### config.mk
export PLATFORM = sky130hd
export DESIGN_NAME = drive_sequencer
export DESIGN_NICKNAME = d
export VERILOG_FILES = /design/src/rtl/drive_sequencer.sv
export SDC_FILE = /design/constraint.sdc
export NUM_CORES = 1
export LEC_CHECK = 0
export BUFFER_PORTS_ARGS = -buffer_cell sky130_fd_sc_hd__buf_2
export CAP_MARGIN = 10
export CORE_MARGIN = 2
export CORE_UTILIZATION = 50
export CTS_BUF_LIST = sky130_fd_sc_hd__clkbuf_8
export DETAILED_ROUTE_END_ITERATION = 6
export GPL_ROUTABILITY_DRIVEN = 0
export GPL_TIMING_DRIVEN = 0
export PLACE_DENSITY_LB_ADDON = 0.15
export SYNTH_ARGS = -nofsm -noshare
export SYNTH_HDL_FRONTEND = slang
export SYNTH_SLANG_ARGS = --single-unit
### constraint.sdc
create_clock -name clk -period 11.6 [get_ports clk]
set_input_delay 0.58 -clock clk [delete_from_list [all_inputs] [get_ports clk]]
set_output_delay 0.58 -clock clk [all_outputs]
set_load 0.02 [all_outputs]
### src/rtl/drive_sequencer.sv
// drive_sequencer
//   Produces the drive magnitude and brake control for the brushless
//   commutation block. It soft-ramps drv_mag toward the requested target,
//   handles braking, and watches the hall sensors for stall or invalid codes.
//   A detected fault latches and forces the motor into brake. Magnitude steps
//   occur only on PWM_synch, so the duty cycle never changes mid-period.
//
// Ports
//   clk         system clock, rising edge
//   rst         synchronous active-high reset
//   enable      drive request; when low, the motor ramps down to 0
//   target_mag  requested magnitude (12 bit, unsigned)
//   brake_req   brake request (level)
//   clr_fault   fault clear, honoured only while enable = 0
//   hallGrn/hallYlw/hallBlu  raw asynchronous hall inputs
//   PWM_synch   one-cycle pulse per PWM period
//   drv_mag     registered magnitude to the commutator
//   brake_n     registered brake control, 0 = brake
//   at_target   high in RUN
//   fault       high in FAULT
//   fault_code  01 = stall, 10 = invalid hall, 00 = none
//
// state   | meaning
// --------+------------------------------------------------------
// S_IDLE  | no drive, drv_mag = 0, waiting for an enable or brake
// S_RAMP  | stepping drv_mag toward the effective target
// S_RUN   | drv_mag equals the target and is held
// S_BRAKE | brake_n = 0 for at least BRAKE_MIN PWM periods
// S_FAULT | latched stall or invalid-hall fault, motor braked

module drive_sequencer #(
   parameter int RAMP_STEP     = 16,
   parameter int STALL_PERIODS = 64,
   parameter int BRAKE_MIN     = 8
) (
   input  logic        clk,
   input  logic        rst,
   input  logic        enable,
   input  logic [11:0] target_mag,
   input  logic        brake_req,
   input  logic        clr_fault,
   input  logic        hallGrn,
   input  logic        hallYlw,
   input  logic        hallBlu,
   input  logic        PWM_synch,
   output logic [11:0] drv_mag,
   output logic        brake_n,
   output logic        at_target,
   output logic        fault,
   output logic [1:0]  fault_code
);

   typedef enum logic [2:0] {
      S_IDLE  = 3'd0,
      S_RAMP  = 3'd1,
      S_RUN   = 3'd2,
      S_BRAKE = 3'd3,
      S_FAULT = 3'd4
   } state_t;

   localparam int SW = $clog2(STALL_PERIODS + 1);
   localparam int BW = $clog2(BRAKE_MIN + 1);
   localparam logic [12:0]   STEP       = 13'(RAMP_STEP);
   localparam logic [SW-1:0] STALL_LAST = SW'(STALL_PERIODS - 1);
   localparam logic [BW-1:0] BRAKE_TOP  = BW'(BRAKE_MIN);

   state_t        state, state_nxt;
   logic [11:0]   mag_nxt;
   logic          brake_n_nxt;
   logic [1:0]    code_nxt;
   logic [SW-1:0] stall_cnt, stall_nxt;
   logic [BW-1:0] brake_cnt, brake_cnt_nxt;
   logic          inv_prev, inv_nxt;

   logic [2:0]    hall_meta, hall_s, hall_prev;
   logic          hall_bad, hall_valid_tr;
   logic          monitoring, stall_hit, inv_hit;

   logic [11:0]   eff;
   logic [12:0]   mag13, eff13, up13, dn13;
   logic [11:0]   step_val;

   assign eff           = enable ? target_mag : 12'd0;
   assign hall_bad      = (hall_s == 3'b000) || (hall_s == 3'b111);
   assign hall_valid_tr = (hall_s != hall_prev) && !hall_bad;
   assign monitoring    = (state == S_RAMP) || (state == S_RUN);

   // Stall is declared on the pulse that would bring the count to STALL_PERIODS,
   // so the fault lands on that same edge rather than one pulse later.
   assign stall_hit = monitoring && (drv_mag != 12'd0) && !hall_valid_tr &&
                      PWM_synch && (stall_cnt == STALL_LAST);
   assign inv_hit   = monitoring && PWM_synch && hall_bad && inv_prev;

   // One ramp step toward eff, computed in 13 bits and clamped at eff.
   always_comb begin
      mag13    = {1'b0, drv_mag};
      eff13    = {1'b0, eff};
      up13     = mag13 + STEP;
      dn13     = mag13 - STEP;
      step_val = drv_mag;
      if (mag13 < eff13) begin
         step_val = (up13 >= eff13) ? eff : up13[11:0];
      end else if (mag13 > eff13) begin
         step_val = (mag13 <= eff13 + STEP) ? eff : dn13[11:0];
      end
   end

   always_comb begin
      state_nxt     = state;
      mag_nxt       = drv_mag;
      brake_n_nxt   = 1'b1;
      code_nxt      = fault_code;
      stall_nxt     = stall_cnt;
      brake_cnt_nxt = brake_cnt;
      inv_nxt       = inv_prev;

      case (state)
         S_IDLE: begin
            mag_nxt = 12'd0;
            if (enable && (eff != 12'd0)) state_nxt = S_RAMP;
         end
         S_RAMP: begin
            if (PWM_synch) begin
               mag_nxt = step_val;
               if (step_val == eff) state_nxt = (eff == 12'd0) ? S_IDLE : S_RUN;
            end
         end
         S_RUN: begin
            if (eff != drv_mag) state_nxt = S_RAMP;
         end
         S_BRAKE: begin
            mag_nxt     = 12'd0;
            brake_n_nxt = 1'b0;
            if (PWM_synch && (brake_cnt != BRAKE_TOP)) brake_cnt_nxt = brake_cnt + 1'b1;
            if ((brake_cnt == BRAKE_TOP) && !brake_req) begin
               state_nxt   = S_IDLE;
               brake_n_nxt = 1'b1;
            end
         end
         S_FAULT: begin
            mag_nxt     = 12'd0;
            brake_n_nxt = 1'b0;
            if (clr_fault && !enable) begin
               state_nxt   = S_IDLE;
               brake_n_nxt = 1'b1;
               code_nxt    = 2'b00;
            end
         end
         default: state_nxt = S_IDLE;
      endcase

      if (monitoring && (drv_mag != 12'd0)) begin
         if (hall_valid_tr)  stall_nxt = '0;
         else if (PWM_synch) stall_nxt = stall_cnt + 1'b1;
      end
      if (monitoring && PWM_synch) inv_nxt = hall_bad;

      // Brake overrides ramp/run moves; fault overrides brake.
      if (brake_req && ((state == S_IDLE) || monitoring)) begin
         state_nxt     = S_BRAKE;
         mag_nxt       = 12'd0;
         brake_n_nxt   = 1'b0;
         brake_cnt_nxt = '0;
      end
      if (stall_hit || inv_hit) begin
         state_nxt   = S_FAULT;
         mag_nxt     = 12'd0;
         brake_n_nxt = 1'b0;
         code_nxt    = stall_hit ? 2'b01 : 2'b10;
      end

      // Monitors only run while driving; everywhere else they sit at zero.
      if ((state_nxt != S_RAMP) && (state_nxt != S_RUN)) begin
         stall_nxt = '0;
         inv_nxt   = 1'b0;
      end
   end

   always_ff @(posedge clk) begin
      if (rst) begin
         state      <= S_IDLE;
         drv_mag    <= 12'd0;
         brake_n    <= 1'b1;
         at_target  <= 1'b0;
         fault      <= 1'b0;
         fault_code <= 2'b00;
         stall_cnt  <= '0;
         brake_cnt  <= '0;
         inv_prev   <= 1'b0;
         hall_meta  <= 3'b000;
         hall_s     <= 3'b000;
         hall_prev  <= 3'b000;
      end else begin
         state      <= state_nxt;
         drv_mag    <= mag_nxt;
         brake_n    <= brake_n_nxt;
         at_target  <= (state_nxt == S_RUN);
         fault      <= (state_nxt == S_FAULT);
         fault_code <= code_nxt;
         stall_cnt  <= stall_nxt;
         brake_cnt  <= brake_cnt_nxt;
         inv_prev   <= inv_nxt;
         hall_meta  <= {hallGrn, hallYlw, hallBlu};
         hall_s     <= hall_meta;
         hall_prev  <= hall_s;
      end
   end

endmodule
---- Yosys cells after proc, flatten, opt, wreduce, memory -nomap -nowiden ----
Cells that the tools add are included.
word-level totals
  register bits ........................... 41
  input port bits ......................... 21
  output and inout bits ................... 17
  word-level logic and storage cells ...... 104
cells by class
  $add $sub $neg .......................... 5
  magnitude comparators ................... 4
  eq/ne operators ......................... 16
  mux-type cells .......................... 28
  reductions and logical operators ........ 39
operators with widths
  operator                                            count
  two-way mux 12 bit                                  6
  adder 12 x 5 -> 13 bit, second input constant       2
  two-way mux 3 bit                                   8
  one-hot mux 12 bit (2 select lines)                 1
  nonzero test 12 bit                                 2
  one-hot mux 3 bit (5 select lines)                  1
  logical AND 1 bit                                   14
  two-way mux 7 bit                                   2
  greater-or-equal comparator 13 x 12 -> 1 bit        1
  <= comparator 12 x 13 -> 1 bit                      1
  == test 12 bit                                      1
  greater-than comparator 12 bit                      1
  logical NOT 12 bit                                  1
  < comparator 12 bit                                 1
  inequality test 12 bit                              1
  subtractor 12 x 5 -> 12 bit, second input constant  1
  two-way mux 2 bit                                   5
  == test 3 x 2 -> 1 bit, second input constant       3
  == test 3 bit, second input constant                3
  AND reduction 2 bit                                 4
  nonzero test 2 bit                                  4
  adder 7 x 1 -> 7 bit, second input constant         1
  == test 7 x 6 -> 1 bit, second input constant       1
  logical NOT 3 bit                                   2
  other kinds (14)                                    25

---- Logic depth before layout (Yosys ltp) ----
Gate-level depths: netlist (run 1).
  word-level depth ........................ 15
  depth in mapped cells ................... 19
  mapped depth without buffers ............ 16

---- Worst setup path before layout (run 1) ----
No wires, ideal clock.
  path type ............................... reg-to-reg
  start ................................... register drv_mag[5]
  end ..................................... register state[1]
  setup time .............................. 70 ps
  data arrival time ....................... 4,197 ps
  required time ........................... 11,530 ps
  setup slack ............................. 7,333 ps
  cell stages (with the launch flop) ...... 16
  buffers on the path ..................... 1
  clock period less this slack ............ 4,267 ps
  cells stage by stage .................... dfxtp_1 -> buf_2 -> nand4_1 -> o21a_1 -> or2_2 -> ha_1 -> nand3_1 -> nand2b_1 -> or4_4 -> o21a_4 -> nand2_1 -> a221oi_1 -> or4_1 -> a211o_1 -> or4b_1 -> a21boi_1
between the ends
  cells in the longest elaborated chain, start to end .. 10
  elaborated cells on any way between the ends .. 24
  those cells by class .................... add/sub: 2; order compare: 4; eq/ne: 2; mux: 10; reduce/logical: 6
ends and longest elaborated chain
  what                                                                                line      RTL
  from (decl)                                                                         46        output logic [11:0] drv_mag,
  from (signal assigned)                                                              195       drv_mag <= mag_nxt;
  adder 12 x 5 -> 13 bit, or another cell as far along                                98        up13 = mag13 + STEP;
  greater-or-equal comparator 13 x 12 -> 1 bit or two-way mux 12 bit (tied branches)  102, 104
  two-way mux 12 bit, on equally long branches                                        102, 103
  two-way mux 12 bit                                                                  101       if (mag13 < eff13) begin
  == test 12 bit                                                                      125       if (step_val == eff) state_nxt = (eff == 12'd0) ? S_IDLE : S_RUN;
  two-way mux 3 bit                                                                   125
  two-way mux 3 bit                                                                   123       if (PWM_synch) begin
  one-hot mux 3 bit (5 select lines)                                                  117       case (state)
  two-way mux 3 bit                                                                   159       if (brake_req && ((state == S_IDLE) || monitoring)) begin
  two-way mux 3 bit *                                                                 165       if (stall_hit || inv_hit) begin
  to (signal assigned)                                                                194       state <= state_nxt;
  to (decl)                                                                           67        state_t state, state_nxt;
Mark *: on every way between the ends. The rest lies on a longest branch, timed or not.
A chain may end at the register's enable or synchronous reset.

---- Worst setup path in the final report (run 1) ----
  start ................................... input enable
  end ..................................... register stall_cnt[3]
between the ends
  cells in the longest elaborated chain, start to end .. 15
  elaborated cells on any way between the ends .. 30
  those cells by class .................... add/sub: 1; order compare: 4; eq/ne: 4; mux: 14; reduce/logical: 7
ends and longest elaborated chain
  what                                                                              line  RTL
  from (decl)                                                                       38    input logic enable,
  two-way mux 12 bit                                                                83    assign eff = enable ? target_mag : 12'd0;
  adder 12 x 5 -> 13 bit                                                            104   step_val = (mag13 <= eff13 + STEP) ? eff : dn13[11:0];
  <= comparator 12 x 13 -> 1 bit                                                    104
  two-way mux 12 bit                                                                104
  two-way mux 12 bit                                                                103   end else if (mag13 > eff13) begin
  two-way mux 12 bit                                                                101
  == test 12 bit                                                                    125
  two-way mux 3 bit                                                                 125
  two-way mux 3 bit                                                                 123
  one-hot mux 3 bit (5 select lines) *                                              117
  two-way mux 3 bit *                                                               159
  two-way mux 3 bit *                                                               165
  inequality test 3 x 1 -> 1 bit or inequality test 3 x 2 -> 1 bit (tied branches)  173   if ((state_nxt != S_RAMP) && (state_nxt != S_RUN)) begin
  logical AND 1 bit *                                                               173
  OR reduction 2 bit (no line) *                                                    -
  to (signal assigned)                                                              200   stall_cnt <= stall_nxt;
  to (decl)                                                                         71    logic [SW-1:0] stall_cnt, stall_nxt;
Marks and branches as above.

==> flow_metrics.tcl, run 1 <==
set metrics [dict create \
    n_antenna_cell 0 \
    tightest_slew_ps 817 \
    cp_data_arrival_time_ps 5410 \
    row_count 32 \
    dp_slack_ps 6120 \
    post_cts_resized 0 \
    htreeDepth 2 \
    sw_frac_of_total_pct 34.4 \
    endpoint_kind "flip-flop" \
    synthArstFlopShare_pct 0 \
    setup_viol 0 \
    cts_buffer_depth 2 \
    yosysWarnings 0 \
    synthesis.area_um2 3900 \
    cts_setup_buffers 0 \
    fin_setup_tns_ps 0 \
    cts_root_buffer "clkbuf_8" \
    clkSinkCount 41 \
    grt_pass1_wl_mm 18.9 \
    ant_nets 0 \
    seq_power_share_pct 43.6 \
    avgSynthCellArea_um2 7.41 \
    first_global_vias 3825 \
    avgViaCountPerCell 6.16 \
    ys.flop_type "dfxtp_1" \
    max_slew_margin_pct 45.0 \
    fin_crit_ps 5250 \
    max-cap-violations 0 \
    power.density_nw_per_um2 77.8 \
    crit_path_max_fanout 10 \
    yosysSeqAreaShare_pct 21.1 \
    ctsHoldBuffers 0 \
    hold_viol 0 \
    nNetsFinal 625 \
    drt-total-wl_mm 11.7 \
    wl_per_cell_um 17.4 \
    track_usage_pct 27.7 \
    post-route-period-util_pct 45.2 \
    io_buffer_count 36 \
    crit_type "in2reg" \
    cp-start-kind "input port" \
    numCtsBuffers 5 \
    drtIter0Drc 413 \
    syn_nets 581 \
    vias 4146 \
    power_frac_comb_pct 28.3 \
    holdCritPathClass "reg2reg" \
    place_hpwl_mm 8.92 \
    fmax_mhz 191 \
    cts_tree "yes" \
    drc 0 \
    setup_ws_ps 6350 \
    start_util_pct 50.9 \
    core_area_um2 7650 \
    p_int_mw 0.219 \
    drive_gt1_share_pct 13.7 \
    die_area_um2 8510 \
    die_y_um 92.3 \
    syn_inst 526 \
    status "finished clean" \
    cp_data_required_time_ps 11760 \
    ir_worst_vdd_uv 52.5 \
    multi_input_area_um2 2840 \
    dr.pass1.iters 5 \
    grt_max_degree 14 \
    cts.clk_slew.worst_paths_ps 80 \
    netSwitchingPower_mw 0.115 \
    leakage_nw 1.77 \
    fillCellCount 727 \
    num_io_pins 38 \
    synth_seq_cells 41 \
    synth_edf_count 0 \
    clock_power_share_pct 28.1 \
    seqCellArea_um2 821 \
    synthToLayoutAreaGrowth_pct 10.2 \
    grt_remaining_overflow 0 \
    clock_latency_ps 300 \
    drv_slew 0 \
    synth_cell_type_count 68 \
    antenna_found_initial 0 \
    skew_ps 7.69 \
    rsz0062_at_grt "false" \
    die-width_um 92.3 \
    total_power_mw 0.334 \
]
path summary, 6_finish.rpt:
path / to / cells past startpoint / from / slack [ps]
setup / recovery: stall_cnt[3]$_SDFFE_PP0P_ / 17 / enable / 6350
hold / removal: hall_s[2]$_SDFF_PP0_ / 1 / hall_meta[2]$_SDFF_PP0_ / 440
setup reg to reg: stall_cnt[3]$_SDFFE_PP0P_ / 15 / drv_mag[5]$_SDFFE_PP0P_ / 6720
hold reg to reg: hall_s[2]$_SDFF_PP0_ / 1 / hall_meta[2]$_SDFF_PP0_ / 440
cell type report:
type,count,share of cell area [%]
multi-input cells,432,66.2
flip-flops and latches,41,19.1
repair buffers,37,4.31
plain buffers,32,3.58
well taps,102,2.97
inverters,21,1.84
clock buffers,5,1.60
clock inverters,3,0.408
power groups by stage:
stage,clock network (mW),logic (mW),registers (mW)
floorplan,0,0.0634,0.150
global placement,0,0.0891,0.149
finish,0.0940,0.0945,0.146
global route,0.102,0.103,0.146
detailed placement,0,0.0908,0.149
CTS,0.0981,0.0914,0.146
critical path: stages:
cell and delay, ps:
buf_2 90, buf_6 140, buf_2 260, buf_1 580, nand2_1 120, ha_1 320, a21o_1 180, a21oi_1 170
o21ai_0 150, o21ai_0 390, clkbuf_1 450, o221ai_1 210, and3_1 210, nor4_1 680, nand4_1 160, mux2i_1 550
nor3_1 130
metal layers:
| layer | wire length [um] | part of all wire [%] | up-vias | GRT usage [%] |
|---|---|---|---|---|
| met5 | 0 | 0 | - | 0 |
| met4 | 171 | 1.5 | 0 | 6.09 |
| met3 | 1030 | 8.8 | 18 | 5.09 |
| met2 | 5240 | 45 | 193 | 44.9 |
| met1 | 5240 | 45 | 1912 | 38.3 |
| li1 | - | - | 2023 | - |
synthesized netlist by cell type (all sizes together), types with 4 or more instances:
| cell | n | share of area (%) |
|---|---|---|
| a211oi | 9 | 1.7 |
| a21o | 5 | 0.96 |
| a21oi | 44 | 5.7 |
| a22oi | 6 | 1.2 |
| a31oi | 6 | 0.96 |
| a32oi | 5 | 1.1 |
| and2 | 7 | 1.2 |
| and3 | 10 | 1.6 |
| buf | 15 | 2.3 |
| clkbuf | 17 | 1.6 |
| dfxtp | 41 | 21 |
| ha | 34 | 11 |
| inv | 21 | 2.0 |
| mux2i | 4 | 1.0 |
| nand2 | 54 | 5.4 |
| nand2b | 4 | 0.64 |
| nand3 | 21 | 2.7 |
| nand4 | 8 | 1.3 |
| nor2 | 47 | 4.5 |
| nor2b | 10 | 1.6 |
| nor3 | 17 | 2.3 |
| nor3b | 4 | 0.77 |
| nor4 | 10 | 2.0 |
| o211ai | 8 | 1.5 |
| o21a | 5 | 1.2 |
| o21ai | 21 | 2.7 |
| o22ai | 4 | 0.64 |
| o31ai | 8 | 1.5 |
| or2 | 5 | 0.80 |
| or3 | 7 | 1.1 |
| or4 | 4 | 0.96 |
| xnor2 | 22 | 4.9 |
| xor2 | 5 | 1.1 |
cells in the final DEF (no fill, tap or decap), types with 3 or more instances in the layout:
cell | synthesis | layout
o31ai_1 | 8 | 8
mux2i_1 | 4 | 4
a211oi_1 | 9 | 9
nand3b_1 | 3 | 3
o22ai_1 | 4 | 4
nor3b_1 | 4 | 4
ha_1 | 34 | 34
and3_1 | 10 | 10
nand2b_1 | 4 | 4
a32oi_1 | 5 | 5
nand4_1 | 8 | 8
clkbuf_1 | 17 | 17
nor4_1 | 9 | 9
or3_1 | 7 | 7
nand3_1 | 21 | 21
buf_2 | 9 | 45
nor2_1 | 47 | 47
o221ai_1 | 3 | 3
and2_1 | 6 | 6
or2_2 | 5 | 5
dfxtp_1 | 41 | 41
nand2_1 | 53 | 53
a21o_1 | 5 | 5
o21a_1 | 4 | 4
nor3_1 | 16 | 16
inv_1 | 20 | 20
o211ai_1 | 8 | 8
a22oi_1 | 6 | 6
xnor2_1 | 22 | 22
o21ai_1 | 3 | 3
nor2b_1 | 10 | 10
a31oi_1 | 6 | 6
o21ai_0 | 18 | 18
clkbuf_8 | 0 | 5
xor2_1 | 5 | 5
o21bai_1 | 3 | 3
a21oi_1 | 44 | 44
per-stage QoR:
step / utilization (%) / instances / area (um2) / hold slack (ps)
after floorplan: - / 526 / 3900 / 414
after global placement: 55.0 / 664 / 4200 / 415
after detailed placement: 55.0 / 664 / 4200 / 424
after CTS: 56.1 / 672 / 4290 / 438
after global routing: 56.2 / 673 / 4300 / 462
final: 56.2 / 673 / 4300 / 437
logic make-up after synthesis:
| group | after synthesis | synth area share, % |
|---|---|---|
| AOI/OAI and AO/OA | 149 | 25.7 |
| xor gates and xnor gates | 27 | 6.07 |
| DFF | 41 | 21.1 |
| buffers and inverters | 53 | 5.97 |
| muxes | 6 | 1.61 |
| and+or+nand+nor | 216 | 28.6 |
| adders and majority gates | 34 | 10.9 |
state kept, by name, indices dropped and copies added, names as in the netlist:
register / count
drv_mag: 12
stall_cnt: 7
brake_cnt: 4
hall_meta: 3
hall_prev: 3
hall_s: 3
state: 3
fault_code: 2
at_target: 1
brake_n: 1
fault: 1
inv_prev: 1
Power figures use the tool's default switching activity.
==> inputs of run 2 (changes only) <==
Clock period 11.6 ns to 4.65 ns, I/O delays scaled along.
==> run 2 against run 1 <==
Non-clock buffer count rose by 1; sequential share of layout area fell by 0.065 points; design area grew 1.1%.
==> flow_metrics.tcl, run 2 (synthesis gave the netlist of run 1 again) <==
set metrics [dict create \
    cts_root_buffer "clkbuf_8" \
    endpoint_kind "flip-flop" \
    nNetsFinal 626 \
    r2r_setup_slack_ps 150 \
    setup_viol 0 \
    first_global_vias 3843 \
    ir_worst_vdd_uv 132 \
    dr.pass1.iters 5 \
    drtIter0Drc 450 \
    layout_common_cells "nand2_1, nor2_1, a21oi_1" \
    fmax_mhz 222 \
    r2r-start "drv_mag[5]$_SDFFE_PP0P_" \
    ctsHoldBuffers 0 \
    regMostFlops "drv_mag" \
    htreeDepth 2 \
    ant_nets 0 \
    crit_path_max_fanout 10 \
    antenna_found_initial 0 \
    multi_input_area_um2 2860 \
    die_y_um 92.3 \
    core_area_um2 7650 \
    drc 0 \
    cp_data_required_time_ps 4890 \
    avgViaCountPerCell 6.16 \
    drive_gt1_share_pct 15.9 \
    grt_remaining_overflow 0 \
    clkSinkCount 41 \
    max-cap-violations 0 \
    cp_data_arrival_time_ps 4740 \
    dp_slack_ps -480 \
    cts.clk_slew.worst_paths_ps 90 \
    holdCritPathClass "in2reg" \
    drv_slew 0 \
    place_hpwl_mm 8.92 \
    drt-total-wl_mm 11.7 \
    grt_pass1_wl_mm 18.9 \
    ff2ff_path_depth 15 \
    numCtsBuffers 5 \
    final_common_cell "nand2_1" \
    grt_max_degree 14 \
    max_slew_margin_pct 49.0 \
    vias 4152 \
    crit_type "reg2reg" \
    cts_tree "yes" \
    total_power_mw 0.839 \
    reg2reg_to "state[1]$_SDFF_PP0_" \
    fin_util_pct 56.8 \
    largest_reg_flops 12 \
    fillCellCount 717 \
    cts_buffer_depth 2 \
    start_util_pct 50.9 \
    status "finished clean" \
    hold_viol 0 \
    top_regs "drv_mag (12), stall_cnt (7), brake_cnt (4)" \
    post-route-period-util_pct 96.8 \
    holdPathEnd "hall_meta[2]$_SDFF_PP0_" \
    row_count 32 \
    hold_depth 2 \
    skew_ps 8.51 \
    die_area_um2 8510 \
    num_io_pins 38 \
    fin_crit_ps 4500 \
    setup_ws_ps 148 \
    synthToLayoutAreaGrowth_pct 11.5 \
    die-width_um 92.3 \
    seqCellArea_um2 827 \
    power.density_nw_per_um2 193 \
    track_usage_pct 27.7 \
    cp-start-kind "flip-flop" \
    n_antenna_cell 0 \
    leakage_nw 1.78 \
    rsz0062_at_grt "false" \
    clock_latency_ps 300 \
    min_from "hallGrn" \
    wl_per_cell_um 17.4 \
    io_buffer_count 36 \
    tightest_slew_ps 758 \
]
[run 2: timing repair]
item	CTS	global route
endpoints found under the hold margin	0	0
gates cloned	0	0
gates resized for setup	5	12
pin swaps	0	2
setup buffers	0	1
endpoints found under the setup margin	9	9
[run 2: power breakdown]
part | internal (mW) | leakage [nW] | switching (mW) | total [mW]
sequential | 0.358 | 0.336 | 0.00541 | 0.364
clock | 0.104 | 0.0439 | 0.133 | 0.237
combinational | 0.0865 | 1.41 | 0.152 | 0.239
[run 2: worst max path at each step]
stage | start | endpoint | slack, ps | cells past startpoint
2_1_floorplan | drv_mag[5]$_SDFFE_PP0P_ | state[1]$_SDFF_PP0_ | 380 | 15
3_3_place_gp | enable | stall_cnt[4]$_SDFFE_PP0P_ | -440 | 17
3_5_place_dp | enable | stall_cnt[3]$_SDFFE_PP0P_ | -480 | 17
4_1_cts | drv_mag[7]$_SDFFE_PP0P_ | state[1]$_SDFF_PP0_ | 30 | 15
5_1_grt | drv_mag[9]$_SDFFE_PP0P_ | stall_cnt[3]$_SDFFE_PP0P_ | 6 | 16
6_report | drv_mag[5]$_SDFFE_PP0P_ | state[1]$_SDFF_PP0_ | 150 | 15
[run 2: layout make-up]
cell class | count | share of cell area [%]
clock buffers | 5 | 1.58
plain buffers | 32 | 3.83
flip-flops and latches | 41 | 19.0
multi-input cells | 432 | 65.9
inverters | 21 | 1.82
repair buffers | 38 | 4.44
well taps | 102 | 2.94
clock inverters | 3 | 0.403
[run 2: metal layers]
layer | track usage [%] | up-vias | wire [um]
met4 | 6.34 | 0 | 258
met3 | 4.68 | 25 | 949
met5 | 0 | - | 0
li1 | - | 2015 | -
met2 | 45.0 | 190 | 5230
met1 | 38.4 | 1922 | 5270
[run 2: worst max-delay path, stage by stage, from the launching register on]
cell and delay [ps]:
dfxtp_2 420, buf_6 160, nand4_1 200, o21a_1 250
or2_2 290, ha_1 300, nand3_1 110, nand2b_1 170
or4_4 520, o21a_4 270, o22ai_2 220, nor2_1 90
or4_1 420, a211o_1 320, or4b_1 550, a21boi_1 150
[run 2: metrics by stage]
stage                     area, um2  TNS, ps  instances  hold WS (ps)
after floorplan                3900        0        526           304
after global placement         4200    -3570        664           415
after detailed placement       4200    -3980        664           424
after CTS                      4310        0        672           142
after global routing           4340        0        674           153
final                          4340        0        674           147
==> inputs of run 3 (changes only) <==
--- a/config.mk
+++ b/config.mk
@@ -15,4 +15,5 @@
 export GPL_TIMING_DRIVEN = 0
 export PLACE_DENSITY_LB_ADDON = 0.15
+export SETUP_SLACK_MARGIN = 0.3
 export SYNTH_ARGS = -nofsm -noshare
 export SYNTH_HDL_FRONTEND = slang
==> constraint.sdc (replaced) <==
create_clock -name clk -period 4.65 [get_ports clk]
set_input_delay 0.93 -clock clk [delete_from_list [all_inputs] [get_ports clk]]
set_output_delay 0.93 -clock clk [all_outputs]
set_load 0.02 [all_outputs]
==> run 3 against run 2 <==
Register-to-register slack better by 190 ps; sequential share of layout area down 2.1 points; wire length rose by 7.7%; global-route usage is 0.88 points higher; via count rose by 6.3%; worst hold slack improved by 290 ps; first-iteration DRC count shrank 6.9%; flip-flop and latch count is the same; count of clock-buffer cells in the layout stayed put; utilization increased by 8.5 points.
==> flow_metrics.tcl, run 3 (synthesis gave the netlist of run 1 again) <==
set metrics [dict create \
    netSwitchingPower_mw 0.301 \
    antenna_found_initial 0 \
    n_antenna_cell 0 \
    layout_common_cells "nand2_1, nor2_1, a21oi_1" \
    vias 4415 \
    design_area_um2 4990 \
    power.density_nw_per_um2 176 \
    nNetsFinal 660 \
    ir_worst_vdd_uv 152 \
    hold_ws_ps 435 \
    seq_power_share_pct 41.0 \
    ant_nets 0 \
    final_common_cell "nand2_1" \
    track_usage_pct 28.6 \
    dp_slack_ps -1120 \
    start_util_pct 50.9 \
    drive_gt1_share_pct 27.2 \
    cts_tree "yes" \
    max_slew_margin_pct 48.2 \
    max-cap-violations 0 \
    crit_top_cell "buf_6" \
    crit_family "simple AND/OR/NAND/NOR gates" \
    cts_buffer_depth 2 \
    cp_data_required_time_ps 4880 \
    cts_root_buffer "clkbuf_8" \
    place_area_um2 4250 \
    tightest_slew_ps 774 \
    wl_per_cell_um 17.8 \
    status "finished clean" \
    rsz0062_at_grt "true" \
    slowest_delay_ps 540 \
    synthToLayoutAreaGrowth_pct 28.1 \
    top_regs "drv_mag (12), stall_cnt (7), brake_cnt (4)" \
    clock_latency_ps 300 \
    die_y_um 92.3 \
    grt_max_degree 12 \
    row_count 32 \
    htreeDepth 2 \
    post-route-period-util_pct 94.0 \
    numCtsBuffers 5 \
    sw_frac_of_total_pct 34.2 \
    endpoint_kind "flip-flop" \
    fillCellCount 662 \
    drt-total-wl_mm 12.6 \
    crit_path_max_fanout 6 \
    drv_slew 0 \
    die_area_um2 8510 \
    cts.clk_slew.worst_paths_ps 80 \
    first_global_vias 3961 \
    critPathSlowestCell "or4_4" \
    dr.pass1.iters 5 \
    place_hpwl_mm 8.80 \
    crit_buf_inv 4 \
    cp-start-kind "input port" \
    num_io_pins 38 \
    drtIter0Drc 419 \
    avgViaCountPerCell 6.25 \
    multi_input_area_um2 3110 \
    clkSinkCount 41 \
    clock_power_share_pct 25.2 \
    power_frac_comb_pct 33.8 \
    drc 0 \
    cp_data_arrival_time_ps 4600 \
    regMostFlops "drv_mag" \
    hold_viol 0 \
    setup_viol 0 \
    fin_crit_ps 4370 \
    core_area_um2 7650 \
    leakage_nw 2.06 \
    p_int_mw 0.578 \
    grt_remaining_overflow 0 \
    fmax_mhz 229 \
    crit_chain "buf_6 -> buf_6 -> and2_1 -> clkbuf_4 -> inv_2 -> ha_2 -> nand4b_1 -> a211oi_2 -> o21ai_2 -> o22a_1 -> o22ai_4 -> nor2_4 -> or4_4 -> a211o_1 -> or4b_1 -> a21boi_1" \
    skew_ps 8.16 \
    holdCritPathClass "reg2reg" \
    setup_ws_ps 277 \
    largest_reg_flops 12 \
    die-width_um 92.3 \
    crit_type "in2reg" \
    io_buffer_count 36 \
    grt_pass1_wl_mm 19.5 \
    seqCellArea_um2 845 \
]
run 3: cell count changes in the layout (fill, tap and decap cells not counted), sizes merged:
cell / before / now
buf: 50 / 86
clkbuf: 25 / 23
clkinv: 2 / 1
inv: 21 / 20
run 3: worst paths after layout:
| kind | from | end | slack, ps | cells after the start |
|---|---|---|---|---|
| setup / recovery | enable | state[1]$_SDFF_PP0_ | 280 | 16 |
| setup reg to reg | drv_mag[4]$_SDFFE_PP0P_ | state[1]$_SDFF_PP0_ | 340 | 15 |
| hold reg to reg | hall_meta[0]$_SDFF_PP0_ | hall_s[0]$_SDFF_PP0_ | 440 | 1 |
| hold / removal | hall_meta[0]$_SDFF_PP0_ | hall_s[0]$_SDFF_PP0_ | 440 | 1 |
run 3: repair_timing:
action                                  4_1_cts  5_1_grt
endpoints found under the setup margin       12       11
setup buffers                                17       18
pin swaps                                    23       25
gates resized for setup                      56       37
hold buffers                                  0        0
run 3: power by group through the flow:
stage / sequential [mW] / clock [mW] / combinational (mW)
after CTS: 0.361 / 0.227 / 0.257
after floorplan: 0.373 / 0 / 0.162
after global routing: 0.361 / 0.238 / 0.320
final: 0.361 / 0.221 / 0.297
after global placement: 0.372 / 0 / 0.227
after detailed placement: 0.372 / 0 / 0.230
run 3: worst reg2reg max path: stages, from the launching register on:
cell,delay (ps)
dfxtp_4,380
buf_6,100
nand4_1,190
o21a_1,240
or2_4,260
ha_4,260
nand3_1,110
nand2b_4,160
or4_4,530
o21a_4,250
o22ai_4,210
nor2_4,60
or4_4,540
a211o_1,290
or4b_1,530
a21boi_1,140
run 3: layout make-up:
cell class / count / area share [%]
Multi-Input combinational cell: 432 / 62.3
Sequential cell: 41 / 16.9
Timing Repair Buffer: 72 / 10.3
Buffer: 32 / 4.69
Tap cell: 102 / 2.56
Inverter: 21 / 1.81
Clock buffer: 5 / 1.38
Clock inverter: 1 / 0.100
run 3: through the flow:
stage                     std cells  total power, mW  utilization, %  TNS [ps]
after detailed placement        664            0.602            55.6    -10860
after floorplan                 526            0.536               -         0
after CTS                       687            0.846            61.0         0
final                           706            0.879            65.2         0
after global routing            706            0.919            65.2         0
after global placement          664            0.599            55.6    -11170
run 3: per-layer routing:
layer | GRT usage, % | up-vias | wire length [um]
met4 | 9.08 | 0 | 303
met5 | 0 | - | 0
met3 | 5.75 | 40 | 1280
li1 | - | 2087 | -
met2 | 45.6 | 241 | 5700
met1 | 38.6 | 2047 | 5320
